<file path="src/rtl/dma_read_sequencer.sv">
// DMA read sequencer: turns one read command into aligned 1/2/4-line shell
// requests, throttled by shell almost-full and consumer credits, and forwards responses.
module dma_read_sequencer #(
  parameter int CLADDR_WIDTH   = 42,
  parameter int CLDATA_WIDTH   = 512,
  parameter int LINES_WIDTH    = 32,
  parameter int PREFETCH_DEPTH = 496
) (
  input  logic                    clk,
  input  logic                    reset_n,
  input  logic                    ctrl_start,
  input  logic [CLADDR_WIDTH-1:0] ctrl_addr,
  input  logic [LINES_WIDTH-1:0]  ctrl_num_lines,
  output logic                    status_idle,
  output logic                    status_active,
  output logic                    status_done,
  output logic                    tx_re,
  output logic [CLADDR_WIDTH-1:0] tx_raddr,
  output logic [1:0]              tx_rlength,
  input  logic                    host_almostfull,
  input  logic                    rx_rvalid,
  input  logic [CLDATA_WIDTH-1:0] rx_rdata,
  output logic                    out_rvalid,
  output logic [CLDATA_WIDTH-1:0] out_rdata,
  input  logic                    credit_return
);
  localparam int CRED_W = $clog2(PREFETCH_DEPTH + 1);
  localparam logic [CRED_W:0]   CRED_MAX  = (CRED_W + 1)'(PREFETCH_DEPTH);
  localparam logic [CRED_W-1:0] CRED_FULL = CRED_W'(PREFETCH_DEPTH);

  typedef enum logic [1:0] {IDLE, ISSUE, DRAIN, DONE} state_t;

  state_t                  state, state_nxt;
  logic [CLADDR_WIDTH-1:0] cur_addr;
  logic [LINES_WIDTH-1:0]  num_lines, remaining, received, received_nxt;
  logic [CRED_W-1:0]       credits;
  logic [2:0]              burst;
  logic [1:0]              burst_code;
  logic                    issue, last_issue, rsp_accept;

  // Credits never exceed the consumer buffer size; surplus returns are dropped.
  function automatic logic [CRED_W-1:0] credit_sat(input logic [CRED_W:0] val);
    return (val > CRED_MAX) ? CRED_FULL : val[CRED_W-1:0];
  endfunction

  always_comb begin
    burst      = 3'd0;
    burst_code = 2'b00;
    if (state == ISSUE && !host_almostfull) begin
      if (cur_addr[1:0] == 2'b00 && remaining >= LINES_WIDTH'(4) && credits >= CRED_W'(4)) begin
        burst      = 3'd4;
        burst_code = 2'b11;
      end else if (!cur_addr[0] && remaining >= LINES_WIDTH'(2) && credits >= CRED_W'(2)) begin
        burst      = 3'd2;
        burst_code = 2'b01;
      end else if (credits >= CRED_W'(1)) begin
        burst      = 3'd1;
        burst_code = 2'b00;
      end
    end
  end

  assign issue        = (burst != 3'd0);
  assign last_issue   = issue && (remaining == LINES_WIDTH'(burst));
  assign rsp_accept   = rx_rvalid && (state == ISSUE || state == DRAIN);
  assign received_nxt = received + LINES_WIDTH'(rsp_accept);

  always_comb begin
    state_nxt = state;
    case (state)
      IDLE:  if (ctrl_start) state_nxt = (ctrl_num_lines == '0) ? DONE : ISSUE;
      ISSUE: if (last_issue) state_nxt = DRAIN;
      DRAIN: if (received_nxt == num_lines) state_nxt = DONE;
      DONE:  state_nxt = IDLE;
      default: state_nxt = IDLE;
    endcase
  end

  // Request and response stage: every output is registered off this edge.
  always_ff @(posedge clk or negedge reset_n) begin
    if (!reset_n) begin
      state      <= IDLE;
      cur_addr   <= '0;
      num_lines  <= '0;
      remaining  <= '0;
      received   <= '0;
      credits    <= CRED_FULL;
      tx_re      <= 1'b0;
      tx_raddr   <= '0;
      tx_rlength <= 2'b00;
      out_rvalid <= 1'b0;
      out_rdata  <= '0;
    end else begin
      state   <= state_nxt;
      credits <= credit_sat({1'b0, credits} - (CRED_W + 1)'(burst) + (CRED_W + 1)'(credit_return));
      tx_re   <= issue;
      if (issue) begin
        tx_raddr   <= cur_addr;
        tx_rlength <= burst_code;
        cur_addr   <= cur_addr + CLADDR_WIDTH'(burst);
        remaining  <= remaining - LINES_WIDTH'(burst);
      end
      out_rvalid <= rsp_accept;
      if (rsp_accept) begin
        out_rdata <= rx_rdata;
        received  <= received_nxt;
      end
      if (state == IDLE && ctrl_start) begin
        cur_addr  <= ctrl_addr;
        num_lines <= ctrl_num_lines;
        remaining <= ctrl_num_lines;
        received  <= '0;
      end
    end
  end

  assign status_idle   = (state == IDLE);
  assign status_active = (state == ISSUE) || (state == DRAIN);
  assign status_done   = (state == DONE);

endmodule

</file>
<file path="config.mk">
export PLATFORM = sky130hd
export DESIGN_NAME = dma_read_sequencer
export DESIGN_NICKNAME = d
export VERILOG_FILES = /design/src/rtl/dma_read_sequencer.sv
export SDC_FILE = /design/constraint.sdc
export NUM_CORES = 1
export LEC_CHECK = 0
export BUFFER_PORTS_ARGS = -buffer_cell sky130_fd_sc_hd__buf_2
export CAP_MARGIN = 20
export CORE_AREA = 2 2 452 454
export CTS_BUF_LIST = sky130_fd_sc_hd__clkbuf_8
export DETAILED_ROUTE_END_ITERATION = 10
export DIE_AREA = 0 0 454 456
export PLACE_DENSITY = 0.33
export SLEW_MARGIN = 30
export SYNTH_ARGS = -nofsm -noshare
export SYNTH_HDL_FRONTEND = slang
export SYNTH_SLANG_ARGS = --single-unit
</file>
<file path="constraint.sdc">
create_clock -name clk -period 10 [get_ports clk]
set_clock_uncertainty 0.1 [all_clocks]
set_input_delay 0.5 -clock clk [delete_from_list [all_inputs] [get_ports clk]]
set_output_delay 0.5 -clock clk [all_outputs]
set_load 0.01 [all_outputs]
</file>
## Yosys cells after proc, flatten, opt, wreduce, memory -nomap -nowiden

Index checks and enable logic that the tools add are counted.

| word-level totals | value |
|---|---|
| word-level logic and storage cells | 67 |
| output and inout bits | 561 |
| input port bits | 592 |
| register bits | 707 |

| cells by class | value |
|---|---|
| reduce and logical (&&, ||, !) cells | 18 |
| mux-type cells | 19 |
| add/subtract/negate cells | 5 |
| $lt $le $gt $ge | 6 |
| equality and inequality tests | 8 |

Operators by type and width:

| kind | number |
|---|---|
| 32-bit two-way mux | 4 |
| 42-bit two-way mux | 2 |
| 42-bit by 3-bit adder with 42-bit output | 1 |
| 32-bit by 1-bit adder with 32-bit output | 1 |
| 32-bit by 3-bit equality test with 1-bit output | 1 |
| 32-bit equality test | 1 |
| 32-bit by 2-bit greater-or-equal comparator with 1-bit output (second input constant) | 1 |
| 32-bit by 3-bit greater-or-equal comparator with 1-bit output (second input constant) | 1 |
| 32-bit zero test | 1 |
| 32-bit by 3-bit subtractor with 32-bit output | 1 |
| 2-bit two-way mux | 7 |
| 10-bit by 1-bit adder with 10-bit output | 1 |
| 10-bit by 9-bit greater-than comparator with 1-bit output (second input constant) | 1 |
| 9-bit by 3-bit subtractor with 10-bit output | 1 |
| 9-bit by 1-bit greater-or-equal comparator with 1-bit output (second input constant) | 1 |
| 9-bit by 2-bit greater-or-equal comparator with 1-bit output (second input constant) | 1 |
| 9-bit by 3-bit greater-or-equal comparator with 1-bit output (second input constant) | 1 |
| 9-bit two-way mux | 1 |
| 1-bit logical AND | 8 |
| 2-bit case mux with 4 select lines | 1 |
| 3-bit two-way mux | 2 |
| 2-bit equality test (second input constant) | 2 |
| 2-bit zero test | 2 |
| 2-bit != test (second input constant) | 2 |
| other kinds (8) | 11 |

## Logic depth before layout (Yosys ltp)

| depth | value |
|---|---|
| word-level depth | 10 |
| depth in mapped cells | 21 |
| gate-level depth less buffers | 21 |

## Least setup slack after synthesis

Ideal clock, no wire load.

| timing path | value |
|---|---|
| kind | reg-to-reg |
| start point | register remaining[6] |
| end point | register credits[0] |
| setup slack | 5.182 ns |
| required time | 9.757 ns |
| arrival | 4.576 ns |
| stages on the path, launching flop included | 18 |
| library setup time | 0.143 ns |
| clock period less this slack | 4.818 ns |
| buffers on the path | 2 |
| cells stage by stage | dfrtp_1 -> or4_4 -> or4_4 -> or2_1 -> buf_2 -> clkbuf_1 -> o311a_1 -> nand2_1 -> ha_1 -> ha_1 -> a21o_1 -> a21o_1 -> a21oi_1 -> o21bai_1 -> xor2_1 -> nand2b_1 -> o41ai_1 -> nor2_1 |

| on the way | value |
|---|---|
| cells in the longest elaborated chain, start to end | 10 |
| elaborated cells between the ends (all ways) | 13 |
| classes of those cells | add/sub (2); order compare (3); mux (4); reduce/logical (4) |

RTL lines:

| element | line | text |
|---|---|---|
| from (decl) | 35 | `logic [LINES_WIDTH-1:0] num_lines, remaining, received, received_nxt;` |
| from (signal assigned) | 101 | `remaining <= remaining - LINES_WIDTH'(burst);` |
| from (signal assigned) | 111 | `remaining <= ctrl_num_lines;` |
| 32-bit by 2-bit greater-or-equal comparator with 1-bit output | 53 | `end else if (!cur_addr[0] && remaining >= LINES_WIDTH'(2) && credits >= CRED_W'(2)) begin` |
| 1-bit logical AND (2 in series) | 53 |  |
| 2-bit two-way mux | 53 |  |
| 3-bit two-way mux * | 50 | `if (cur_addr[1:0] == 2'b00 && remaining >= LINES_WIDTH'(4) && credits >= CRED_W'(4)) begin` |
| 3-bit two-way mux * | 49 | `if (state == ISSUE && !host_almostfull) begin` |
| 9-bit by 3-bit subtractor with 10-bit output * | 95 | `credits <= credit_sat({1'b0, credits} - (CRED_W + 1)'(burst) + (CRED_W + 1)'(credit_return));` |
| 10-bit by 1-bit adder with 10-bit output * | 95 |  |
| 10-bit by 9-bit greater-than comparator with 1-bit output | 43 | `return (val > CRED_MAX) ? CRED_FULL : val[CRED_W-1:0];` |
| 9-bit two-way mux * | 43 |  |
| to (signal assigned) | 95 |  |
| to (decl) | 36 | `logic [CRED_W-1:0] credits;` |

Mark *: on every way between the ends. The rest lies on a longest branch, timed or not.
A chain may end at the register's enable or synchronous reset.

## Worst setup path in the final report

| timing path | value |
|---|---|
| start point | register remaining[6] |
| end point | register credits[3] |

The elaborated chain is that of the path after synthesis.

==> out/metrics.yaml <==
min_path:
  holdCritPathClass: "primary input to async pin"
clock_tree:
  ctsHoldBuffers: 589
  htree_levels: 4
  cts_tree: "done"
  cts_made_buffers: 153
  cts_buffer_depth: 3
  clk_latency_ns: 0.88
  cts_root_buffer: "clkbuf_8"
  clk_transition_reported_paths_ns: 0.06
  post_cts.repair.setup_buffers: 0
  cts.sinks: 707
  cts-resized-gates: 0
power:
  p_leak_nw: 25.1
  ir_drop_uv: 123
  switching_share_pct: 31.6
  clkPwrFrac_pct: 41.7
  seq_power_share_pct: 40.2
  p_comb_share_pct: 18.1
  p_sw_mw: 2.53
  powerDensity_mw_per_mm2: 167
  p_int_mw: 5.47
drt:
  viasPerCell: 3.79
  routedWlPerCell_um: 21.2
  drtIter0Drc: 1861
  vias: 30127
  dr.pass1.iters: 5
  drc: 0
  highest_layer: "met5"
  wl_met1_mm: 71.4
  wl_met2_mm: 83.1
  antenna_left: 0
  wl_met3_mm: 9.73
  routed_wl_mm: 169
setup_path:
  crit_fanout: 15
  worstPathArrival_ns: 6.13
  timing.critical_path.from_type: "register"
  cp-end-kind: "register"
  crit_path_max_incr_delay_ns: 0.65
  crit_type: "register to register"
  cp.required_ns: 10.63
  cp_slowest_cell: "o41ai_1"
  worstPathCellList: "or4_4 -> or4_4 -> or2_1 -> o22a_1 -> o21bai_1 -> and2_1 -> ha_1 -> inv_1 -> ha_1 -> inv_1 -> fa_1 -> nor2b_1 -> o21ai_0 -> a21oi_1 -> o21bai_1 -> a211oi_1 -> xnor2_1 -> o41ai_1 -> nor2_1"
logic_synthesis:
  synth_nets: 3989
  async_reset_ff_share_pct: 100
  synth_cell_type_count: 75
  yosys.area.top_type_share_pct: 58.4
  synthFlopType: "dfrtp_1"
  ys.warnings.count: 0
  synth_top_cell_by_area: "dfrtp_1"
  syn_avg_cell_area_um2: 8.94
  syn-cell-area_mm2: 0.0301
  synth_edf_count: 0
  ys_seq_area_share_pct: 58.8
  ys_seq_elements: 707
  synthCells: 3363
  synth.area.top_cells: "dfrtp_1, nand2_1, xnor2_1"
global_route:
  grt_antenna_before_repair: 63
  grt_pass1_wl_mm: 237
  grt_pass1_vias: 31406
  grt_overflow: 0
  grt_start_max_net_pins: 131
  grt_use_total_pct: 15.9
sta:
  tightestPinTransition_ns: 0.970
  setup_viol: 0
  fmax_mhz: 182
  tns_ns: 0
  hold-worst-slack_ns: 0.136
  period_share_pct: 55.0
  min_period_ns: 5.50
  relSlewSlack_pct: 35.2
  slew_violations: 0
  rsz0062_at_grt: "no"
  hold_viol_final: 0
layout:
  fin_nets: 5753
  final_cell_mix: "nand2_1, buf_2, dfrtp_1"
  synthToLayoutAreaGrowth_pct: 59.7
  final_common_cell: "nand2_1"
  layout-drive-gt1-share_pct: 27.4
placement:
  dp_hpwl_mm: 129
  portBuffers: 1152
  gp_congestion: 0.847
die:
  rows: 165
  die_x_um: 454
  core_mm2: 0.202
  die_h_um: 456
  die-area_mm2: 0.207
  pin_count: 1153
  start_util_pct: 14.9
status:
  status: "completed"
job:
  drv_cap: 0
## kinds of logic after synthesis
| family | synth area share [%] |
|---|---|
| flip-flops | 58.8 |
| adder cells (fa/ha/maj) | 1.49 |
| buffers and inverters | 2.63 |
| XOR/XNOR | 3.93 |
| AND/OR/NAND/NOR | 27.2 |
| AO/OA/AOI/OAI | 4.18 |
| multiplexers | 1.68 |
## routing by layer
| layer | global-route usage (%) | up-vias |
|---|---|---|
| li1 | - | 14278 |
| met1 | 19.8 | 14743 |
| met2 | 27.1 | 866 |
| met3 | 4.12 | 230 |
| met4 | 4.45 | 10 |
| met5 | 0 | - |
## path summary, 6_finish.rpt
check / endpoint / start / depth (start not counted) / slack, ns
max: credits[3]$_DFF_PN0_ / remaining[6]$_DFFE_PN0P_ / 19 / 4.50
min: out_rdata[191]$_DFFE_PN0P_ / reset_n / 2 / 0.14
max reg2reg: credits[3]$_DFF_PN0_ / remaining[6]$_DFFE_PN0P_ / 19 / 4.50
min reg2reg: out_rdata[497]$_DFFE_PN0P_ / out_rdata[497]$_DFFE_PN0P_ / 2 / 0.37
max in group asynchronous: out_rdata[414]$_DFFE_PN0P_ / reset_n / 4 / 7.59
min in group clk: state[0]$_DFFE_PN0P_ / ctrl_start / 5 / 0.17
## power groups by stage
stage / clock, mW / combinational (mW) / sequential (mW)
2_1_floorplan: 0 / 0.488 / 3.32
3_3_place_gp: 0 / 1.28 / 3.26
3_5_place_dp: 0 / 1.27 / 3.26
4_1_cts: 3.51 / 1.49 / 3.21
5_1_grt: 3.63 / 1.60 / 3.24
6_report: 3.33 / 1.45 / 3.22
## cell usage after synthesis, types with 3 or more instances
library cell	instances
a211oi_1	3
nor4_1	28
buf_2	9
nor2b_1	6
and4_1	6
o211ai_1	6
nor2_1	85
a31oi_1	7
xor2_1	58
inv_1	44
nor3_1	27
and3_1	17
o21bai_1	4
a311oi_1	3
clkbuf_1	140
buf_1	12
mux2_2	3
a21o_1	8
mux2_1	41
nand2_1	1724
nor4_2	3
a211o_1	4
nand4_1	31
o21ai_1	16
o31ai_1	5
nand2b_1	9
nand3_1	37
or4_1	10
or3_1	19
nor4b_1	4
fa_1	3
nand3b_1	3
and2_1	12
dfrtp_1	702
ha_1	31
o21ai_0	79
dfstp_2	5
xnor2_1	77
a21oi_1	38
## worst max-delay path, delay by kind of cell, from the launching register on
kind                       cells  cell delay [ns]
AOI/OAI and AO/OA              7             1.78
DFF                            1             0.40
xor gates and xnor gates       1             0.13
adders and majority gates      3             0.82
and+or+nand+nor                6             2.02
buffers and inverters          2             0.12
## state kept, by name, indices dropped and copies added (netlist names)
signal	flops
out_rvalid	1
tx_raddr	42
num_lines	32
tx_re	1
cur_addr	42
remaining	32
credits	9
received	32
out_rdata	512
tx_rlength	2
state	2
## layout make-up
cell class	instances	area, µm²
diodes	32	80.1
inverters	45	176
well taps	2672	3340
fillers	22436	154000
repair buffers	1771	12000
clock inverters	80	513
flip-flops and latches	707	17700
clock buffers	190	2620
multi-input cells	2449	11600
## through the flow
| step | cells | util [%] | worst slack [ns] | power, mW | instance area (µm²) |
|---|---|---|---|---|---|
| 2_1_floorplan | 3363 | - | 5.18 | 3.81 | 30100 |
| 6_report | 7946 | 23.8 | 4.50 | 8.00 | 48000 |
| 5_1_grt | 7934 | 23.8 | 4.09 | 8.47 | 48000 |
| 3_3_place_gp | 7053 | 19.3 | 4.48 | 4.54 | 38900 |
| 4_1_cts | 7913 | 23.8 | 4.49 | 8.21 | 47900 |
| 3_5_place_dp | 7054 | 19.3 | 4.50 | 4.53 | 38900 |
Power figures use the tool's default switching activity.
